`src/rtl/ex_unit.sv`:
```
// RV32I integer execute stage: decodes R/I-type ALU ops and registers the result with its rd tag.
// Define EX_MULDIV_EN to add the iterative shift-add MUL path (R-type funct7=0000001, funct3=000).
module ex_unit #(
  parameter int unsigned XLEN  = 32,
  parameter int unsigned TAG_W = 5
) (
  input  logic             clk,
  input  logic             rst,
  input  logic             flush,
  input  logic             in_valid,
  output logic             in_ready,
  input  logic [XLEN-1:0]  in_a,
  input  logic [XLEN-1:0]  in_b,
  input  logic [6:0]       in_opcode,
  input  logic [2:0]       in_funct3,
  input  logic [6:0]       in_funct7,
  input  logic [TAG_W-1:0] in_rd,
  output logic             out_valid,
  input  logic             out_ready,
  output logic [XLEN-1:0]  out_result,
  output logic [TAG_W-1:0] out_rd,
  output logic             out_illegal,
  output logic             busy
);

  localparam int unsigned SHW   = $clog2(XLEN);
  localparam int unsigned CNT_W = $clog2(XLEN) + 1;
  localparam logic [6:0] OP_R     = 7'b0110011;
  localparam logic [6:0] OP_I     = 7'b0010011;
  localparam logic [6:0] F7_BASE  = 7'b0000000;
  localparam logic [6:0] F7_ALT   = 7'b0100000;
  localparam logic [6:0] F7_MULDV = 7'b0000001;

  typedef enum logic [1:0] {
    S_IDLE = 2'd0,
    S_HOLD = 2'd1
`ifdef EX_MULDIV_EN
    , S_MUL = 2'd2
`endif
  } state_e;

  state_e            state_q, state_d;
  logic              valid_q, valid_d;
  logic              busy_q, busy_d;
  logic [XLEN-1:0]   result_q, result_d;
  logic [TAG_W-1:0]  rd_q, rd_d;
  logic              illegal_q, illegal_d;

  logic              is_r, is_i, f7_base, f7_alt;
  logic              dec_illegal, dec_mul;
  logic [XLEN-1:0]   alu_res;
  logic [SHW-1:0]    shamt;
  logic              accept;

`ifdef EX_MULDIV_EN
  logic [XLEN-1:0]   acc_q, acc_d;
  logic [XLEN-1:0]   mcand_q, mcand_d;
  logic [XLEN-1:0]   mplier_q, mplier_d;
  logic [CNT_W-1:0]  cnt_q, cnt_d;
`endif

  assign in_ready    = !busy_q && (!valid_q || out_ready);
  assign accept      = in_valid && in_ready;
  assign out_valid   = valid_q;
  assign busy        = busy_q;
  assign out_result  = result_q;
  assign out_rd      = rd_q;
  assign out_illegal = illegal_q;

  // Decode and single-cycle ALU; illegal/multi-cycle ops produce zero here.
  always_comb begin
    alu_res     = '0;
    dec_illegal = 1'b0;
    dec_mul     = 1'b0;
    is_r        = (in_opcode == OP_R);
    is_i        = (in_opcode == OP_I);
    f7_base     = (in_funct7 == F7_BASE);
    f7_alt      = (in_funct7 == F7_ALT);
    shamt       = in_b[SHW-1:0];

    if (is_r) begin
      if (f7_base) begin
        dec_illegal = 1'b0;
      end else if (f7_alt && (in_funct3 == 3'b000 || in_funct3 == 3'b101)) begin
        dec_illegal = 1'b0;
`ifdef EX_MULDIV_EN
      end else if (in_funct7 == F7_MULDV && in_funct3 == 3'b000) begin
        dec_mul = 1'b1;
`endif
      end else begin
        dec_illegal = 1'b1;
      end
    end else if (is_i) begin
      if (in_funct3 == 3'b001 && !f7_base) dec_illegal = 1'b1;
      if (in_funct3 == 3'b101 && !f7_base && !f7_alt) dec_illegal = 1'b1;
    end else begin
      dec_illegal = 1'b1;
    end

    case (in_funct3)
      3'b000:  alu_res = (is_r && f7_alt) ? in_a - in_b : in_a + in_b;
      3'b001:  alu_res = in_a << shamt;
      3'b010:  alu_res = XLEN'($signed(in_a) < $signed(in_b));
      3'b011:  alu_res = XLEN'(in_a < in_b);
      3'b100:  alu_res = in_a ^ in_b;
      3'b101:  alu_res = f7_alt ? $unsigned($signed(in_a) >>> shamt) : in_a >> shamt;
      3'b110:  alu_res = in_a | in_b;
      default: alu_res = in_a & in_b;
    endcase

    if (dec_illegal || dec_mul) alu_res = '0;
  end

  // Next-state: accept/retire in IDLE/HOLD, iterate in MUL; flush overrides.
  always_comb begin
    state_d   = state_q;
    valid_d   = valid_q;
    busy_d    = busy_q;
    result_d  = result_q;
    rd_d      = rd_q;
    illegal_d = illegal_q;
`ifdef EX_MULDIV_EN
    acc_d     = acc_q;
    mcand_d   = mcand_q;
    mplier_d  = mplier_q;
    cnt_d     = cnt_q;
`endif

    case (state_q)
`ifdef EX_MULDIV_EN
      S_MUL: begin
        acc_d    = acc_q + (mplier_q[0] ? mcand_q : '0);
        mcand_d  = mcand_q << 1;
        mplier_d = mplier_q >> 1;
        cnt_d    = cnt_q + CNT_W'(1);
        if (cnt_d == CNT_W'(XLEN)) begin
          state_d   = S_HOLD;
          busy_d    = 1'b0;
          valid_d   = 1'b1;
          result_d  = acc_d;
          illegal_d = 1'b0;
        end
      end
`endif
      default: begin
        if (valid_q && out_ready) begin
          state_d = S_IDLE;
          valid_d = 1'b0;
        end
        if (accept) begin
          rd_d = in_rd;
`ifdef EX_MULDIV_EN
          if (dec_mul) begin
            state_d  = S_MUL;
            busy_d   = 1'b1;
            valid_d  = 1'b0;
            acc_d    = '0;
            mcand_d  = in_a;
            mplier_d = in_b;
            cnt_d    = '0;
          end else
`endif
          begin
            state_d   = S_HOLD;
            valid_d   = 1'b1;
            result_d  = alu_res;
            illegal_d = dec_illegal;
          end
        end
      end
    endcase

    if (flush) begin
      state_d = S_IDLE;
      valid_d = 1'b0;
      busy_d  = 1'b0;
    end
  end

  always_ff @(posedge clk) begin
    if (rst) begin
      state_q   <= S_IDLE;
      valid_q   <= 1'b0;
      busy_q    <= 1'b0;
      result_q  <= '0;
      rd_q      <= '0;
      illegal_q <= 1'b0;
    end else begin
      state_q   <= state_d;
      valid_q   <= valid_d;
      busy_q    <= busy_d;
      result_q  <= result_d;
      rd_q      <= rd_d;
      illegal_q <= illegal_d;
    end
  end

`ifdef EX_MULDIV_EN
  always_ff @(posedge clk) begin
    if (rst) begin
      acc_q    <= '0;
      mcand_q  <= '0;
      mplier_q <= '0;
      cnt_q    <= '0;
    end else begin
      acc_q    <= acc_d;
      mcand_q  <= mcand_d;
      mplier_q <= mplier_d;
      cnt_q    <= cnt_d;
    end
  end
`endif

endmodule

```
`config.mk`:
```
export PLATFORM = sky130hd
export DESIGN_NAME = ex_unit
export DESIGN_NICKNAME = d
export VERILOG_FILES = /design/src/rtl/ex_unit.sv
export SDC_FILE = /design/constraint.sdc
export NUM_CORES = 1
export LEC_CHECK = 0
export CORE_ASPECT_RATIO = 0.75
export CORE_MARGIN = 4
export CORE_UTILIZATION = 40
export CTS_CLUSTER_DIAMETER = 30
export CTS_CLUSTER_SIZE = 20
export DETAILED_ROUTE_END_ITERATION = 10
export GPL_ROUTABILITY_DRIVEN = 0
export PLACE_DENSITY = 0.59
export RECOVER_POWER = 50
export SYNTH_ARGS = -nofsm -noshare
export SYNTH_HDL_FRONTEND = slang
export SYNTH_SLANG_ARGS = --single-unit
export TNS_END_PERCENT = 5
```
`constraint.sdc`:
```
create_clock -name clk -period 4.6 [get_ports clk]
set_clock_uncertainty 0.2 [all_clocks]
set_input_delay 0.69 -clock clk [delete_from_list [all_inputs] [get_ports clk]]
set_output_delay 0.69 -clock clk [all_outputs]
set_load 0.1 [all_outputs]
```
==> results of run 1 <==
==> area by class of cell <==
| class | instances | share of cell area, % |
|---|---|---|
| multi-input cells | 1221 | 70.3 |
| repair buffers | 196 | 15.1 |
| flip-flops and latches | 39 | 6.63 |
| well taps | 331 | 3.52 |
| inverters | 101 | 3.22 |
| clock buffers | 5 | 1.06 |
| clock inverters | 3 | 0.170 |
==> power by group <==
group / total (W) / internal [W] / switching (W)
Combinational: 0.00128 / 0.000467 / 0.000809
Clock: 0.000391 / 0.000201 / 0.000190
Sequential: 0.000343 / 0.000341 / 0.00000171
==> layer usage <==
| metal | share of wire, % | track usage [%] | vias to the layer above |
|---|---|---|---|
| li1 | - | - | 5584 |
| met1 | 41 | 44.9 | 5694 |
| met2 | 41 | 49.7 | 911 |
| met3 | 13 | 8.83 | 149 |
| met4 | 4.9 | 12.3 | 0 |
| met5 | 0 | 0 | - |
==> stage by stage <==
step / area, µm² / total power [W] / hold WS (ns) / std cells
CTS: 11800 / 0.00198 / 0.245 / 1896
global placement: 11600 / 0.00158 / 0.226 / 1888
floorplan: 9910 / 0.00114 / 0.563 / 1479
global route: 11800 / 0.00210 / 0.248 / 1896
finish: 11800 / 0.00201 / 0.242 / 1896
detailed placement: 11600 / 0.00158 / 0.236 / 1888
==> flip-flops by register name, summed over array words and instances, names as in the netlist <==
register     flops
out_result      32
out_illegal      1
out_valid        1
out_rd           5
==> worst max-delay path: cells and delay by family <==
kind / cells / cell delay (ns)
AO/OA/AOI/OAI: 9 / 2.20
buffers and inverters: 2 / 0.65
adder cells (fa/ha/maj): 2 / 0.62
==> worst paths after layout <==
| check | startpoint | to | slack, ns |
|---|---|---|---|
| max reg2reg | out_valid | out_result[12] | 1.79 |
| min reg2reg | out_result[3] | out_result[3] | 0.24 |
| max | in_a[0] | out_result[26] | 0.38 |
| min | out_result[3] | out_result[3] | 0.24 |
==> cell families after synthesis <==
logic type | count (synthesis)
muxes | 90
DFF | 39
buffers and inverters | 219
xor gates and xnor gates | 27
AOI/OAI and AO/OA | 566
adders and majority gates | 99
other | 1
and+or+nand+nor | 438
==> layout by cell type (no fill, tap or decap), types with 14 or more instances in the layout <==
cell type        instances
o22ai_1                 17
clkdlybuf4s50_1         92
mux2_2                  17
a221oi_1                17
ha_1                    97
dlygate4sd3_1           33
a21oi_1                189
o21ai_1                 47
nand2_1                151
o211ai_1                21
nor2_1                 157
mux2i_1                 48
a21o_1                  14
mux4_2                  23
a211oi_1                43
xnor2_1                 18
dfxtp_1                 39
o21ai_0                 86
buf_4                   65
inv_1                   88
nor3_1                  25
==> out/qor.yml, run 1 <==
die:
  io-pin-count: 132
  core_area_mm2: 0.0242
  die_h_um: 144
  start_util_pct: 41.0
  num_rows: 49
  die_w_um: 190
  die_area_mm2: 0.0274
pwr:
  p_leak_nw: 4.87
  ir_drop_v: 0.000134
  p_per_area_mw_per_mm2: 171
synthesis:
  syn_area_per_cell_um2: 6.70
  synth_area_leaders: "ha_1 (12%), a21oi_1 (9.5%), dfxtp_1 (7.9%)"
  syn_inst: 1479
  synthArstFlopShare_pct: 0
  ys_seq_area_share_pct: 7.88
  synthTopCellsByCount: "a21oi_1 (189), nor2_1 (157), nand2_1 (151)"
  yosysWarnings: 0
  synth_top_family_by_area: "compound AO/OA/AOI/OAI gates"
  syn_area_mm2: 0.00991
  synth_top_area_share_pct: 12.2
  muxShareOfSynthArea_pct: 12.2
  synth_edf_count: 0
  ys_ff_latch: 39
  synthDistinctLibCells: 87
  yosysMostFrequentCell: "a21oi_1"
  synth_compound_area_share_pct: 36.1
  synth-adder-area-share_pct: 12.6
  synth_nets: 1669
  yosys.area_share.xor_xnor_pct: 2.39
  synthFlopType: "dfxtp_1"
  synth_top_area_cell: "ha_1"
  synthSimpleGateAreaFrac_pct: 19.9
final_layout:
  drive_gt1_share_pct: 9.01
  fill_cells: 2521
  register_area_um2: 781
  fin_util_pct: 48.7
  n_antenna_cell: 0
  syn2layout_area_growth_pct: 18.8
  multi_input_area_mm2: 0.00827
  fin_nets: 1754
clock_network:
  clk_pin_slew_ns: 0.08
  clock-sinks: 39
  clockBufferDepth: 2
  cts_resized: 0
  htree_levels: 2
  cts_tree: "built"
  cts_root_buf: "clkbuf_16"
  numCtsBuffers: 5
  clkLatencyLatePin_ns: 0.31
  post-cts-setup-buffers: 0
  cts_hold_buf: 0
sta:
  fin_setup_tns_ns: 0
  rsz0062_at_grt: "no"
  hold_viol: 0
  worst_pin_slew_ns: 1.70
  slew_headroom_pct: -13.0
  finalMaxSlewViolations: 30
  setup_ws_ns: 0.377
  fmax_mhz: 237
  setup_viol: 0
  fin_crit_sh_pct: 91.8
  min_period_ns: 4.22
drt:
  wl_mm: 46.8
  ant_nets: 0
  drt_iter0_markers: 2155
  drcViolationCount: 0
  num_vias: 12300
  firstDrtPassIters: 8
  wl_per_cell_um: 24.7
  routed_via_density: 6.51
grt:
  antenna_found_initial: 0
  grt_max_degree: 77
  grt_pass1_wl_mm: 69.8
  grt-ovfl-total: 0
  grt_pass1_vias: 11500
  grtUsageTotal_pct: 32.8
placed_design:
  io_buffers: 130
  hpwl_mm: 36.6
  post-place-ws_ns: 0.192
run_status:
  violations: "capacitance limit, slew limit"
  status: "finished with violations"
setup_path:
  cp_max_fo: 5
  arrival_ns: 4.17
  crit_type: "in2reg"
  required_ns: 4.54
  worstSetupEndpointType: "register"
  slowest_stage: "clkdlybuf4s50_1"
  path_cells: "clkdlybuf4s50_1, inv_1, ha_1, fa_1, o21bai_1, a211oi_1, a2111oi_4, o21ai_1, a211oi_1, o31ai_1, a41o_1, o211ai_1, o221ai_1"
  slowest_delay_ns: 0.56
  cp_common_cell: "a211oi_1"
  startpoint_type: "input port"
  r2r_cells: 8
hold_path:
  min_path_cells: 2
  hold_path.class: "reg2reg"
run:
  drv_cap: 1
Power figures use the tool's default switching activity.
==> run 2, diff against run 1 <==
CORE_MARGIN = unset   (was 4)
CTS_CLUSTER_SIZE = 30   (was 20)
DONT_BUFFER_PORTS = 1   (was unset)
PLACE_DENSITY = 0.52   (was 0.59)
==> out/qor.yml, run 2 (synthesis gave the netlist of run 1 again) <==
sta:
  worst_pin_slew_ns: 1.31  # -0.385 ns
  holdWs_ns: 0.243  # +0.00137 ns
  slew_headroom_pct: 12.6  # +26 points
  hold_viol: 0  # unchanged
  rsz0062_at_grt: "no"
  fin_crit_sh_pct: 77.2  # -15 points
  min_period_ns: 3.55  # -0.673 ns
  fmax_mhz: 282  # +19%
  setup_viol: 0  # unchanged
  finalMaxSlewViolations: 0  # -100%
  setup_ws_ns: 1.05  # +0.673 ns
  fin_setup_tns_ns: 0  # unchanged
drt:
  firstDrtPassIters: 5  # -3
  drt_iter0_markers: 2252  # +4.5%
  wl_mm: 46.4  # -0.78%
  drcViolationCount: 0  # unchanged
  num_vias: 11600  # -5.9%
  routed_via_density: 6.75  # +3.7%
  ant_nets: 0  # unchanged
  wl_per_cell_um: 27.0  # +9.4%
final_layout:
  mostFrequentLayoutCells: "a21oi_1 (189), nor2_1 (157), nand2_1 (151)"
  fin_util_pct: 42.0  # -6.7 points
  largest_reg_flops: 32  # unchanged
  syn2layout_area_growth_pct: 2.40
  drive_gt1_share_pct: 6.26  # -2.7 points
  n_antenna_cell: 0  # unchanged
  final_common_cell: "a21oi_1"
  fin_nets: 1579  # -10%
clock_network:
  post-cts-setup-buffers: 0  # unchanged
  cts_root_buf: "clkbuf_16"
  clkLatencyLatePin_ns: 0.31  # about the same
  htree_levels: 2  # unchanged
  clk_pin_slew_ns: 0.06  # -0.02 ns
  cts_tree: "built"
  numCtsBuffers: 5  # unchanged
  clockBufferDepth: 2  # unchanged
  clock-sinks: 39  # unchanged
  cts_resized: 0  # unchanged
  cts_hold_buf: 0  # unchanged
setup_path:
  worstSetupEndpointType: "register"
  r2r_cells: 8  # unchanged
  arrival_ns: 3.54  # -0.63 ns
  required_ns: 4.59  # +0.05 ns
  crit_type: "in2reg"
  rrSetupSlack_ns: 1.42  # -0.37 ns
  cp_max_fo: 5  # unchanged
  startpoint_type: "input port"
pwr:
  ir_drop_v: 0.000155  # +15%
  netSwitchingFraction_pct: 47.4  # -2.4 points
  clockPowerShare_pct: 23.8  # +4.4 points
  switching_power_w: 0.000873  # -13%
  p_per_area_mw_per_mm2: 182  # +6.3%
  p_comb_share_pct: 56.2  # -7.3 points
  fin_total_pwr_w: 0.00184  # -8.3%
  p_seq_share_pct: 20.0  # +2.9 points
  p_leak_nw: 4.05  # -17%
  p_int_w: 0.000969  # -4.0%
grt:
  grt-ovfl-total: 0  # unchanged
  top_usage_layer: "met1"
  met3_usage_pct: 12.2  # +3.3 points
  grt_max_degree: 82  # +6.5%
  grt_pass1_wl_mm: 68.1  # -2.4%
  grt_use_met1_pct: 50.5  # +5.6 points
  grt_util_met2_pct: 50.3  # +0.64 points
  antenna_found_initial: 1  # +1
  grt_pass1_vias: 10300  # -10%
  grtUsageTotal_pct: 35.5  # +2.7 points
placed_design:
  hpwl_mm: 35.6  # -2.6%
  io_buffers: 0  # -100%
  post-place-ws_ns: 0.786  # +0.594 ns
die:
  die_area_mm2: 0.0254  # -7.2%
  io-pin-count: 132  # unchanged
  die_h_um: 138  # -4.2%
  die_w_um: 184  # -3.2%
  num_rows: 49  # unchanged
  core_area_mm2: 0.0242  # unchanged
  start_util_pct: 41.0  # unchanged
hold_path:
  hold_path.class: "in2reg"
  min_path_cells: 1  # -1
run_status:
  status: "completed"
run:
  drv_cap: 0  # -1
## run 2: worst paths after layout
kind,from,end
min,rst,out_result[2]
min reg2reg,out_valid,out_valid
max reg2reg,out_valid,out_result[12]
max,in_a[0],out_result[0]
## run 2: area by class of cell
type                       instances  area [µm²]
clock inverter                     1        30.0
clock buffer                       6         129
multi-input combinational       1221        8270
tap                              331         414
inverter                         101         379
sequential                        39         781
fill                            2617       14000
timing repair buffer              21         146
## run 2: power by group through the flow
stage          Sequential [W]  Combinational (W)  Clock (W)
2_1_floorplan        0.000378           0.000765          0
3_5_place_dp         0.000376           0.000991          0
5_1_grt              0.000369            0.00110   0.000452
6_report             0.000368            0.00104   0.000438
3_3_place_gp         0.000376            0.00100          0
4_1_cts              0.000368           0.000997   0.000444
## run 2: through the flow
step                      instance area, µm²  instances
after floorplan                         9910       1479
after global placement                 10000       1713
after detailed placement               10000       1713
after CTS                              10200       1720
after global routing                   10200       1720
final                                  10200       1720
## run 2: metal layers
| layer | part of all wire [%] | vias up | routed length (µm) |
|---|---|---|---|
| met4 | 2.9 | 2 | 1360 |
| met1 | 42 | 5415 | 19300 |
| met5 | 0.028 | - | 13 |
| met3 | 15 | 104 | 6830 |
| met2 | 41 | 849 | 18900 |
| li1 | - | 5234 | - |
## run 2: worst max-delay path: stages
cell and delay (ns):
inv_1 0.04, ha_1 0.23, fa_1 0.40, o21bai_1 0.23
a211oi_1 0.18, a2111oi_4 0.45, o21ai_1 0.24, nand2b_1 0.26
and3_4 0.21, o21ai_2 0.11, a21oi_1 0.08, o41a_1 0.42
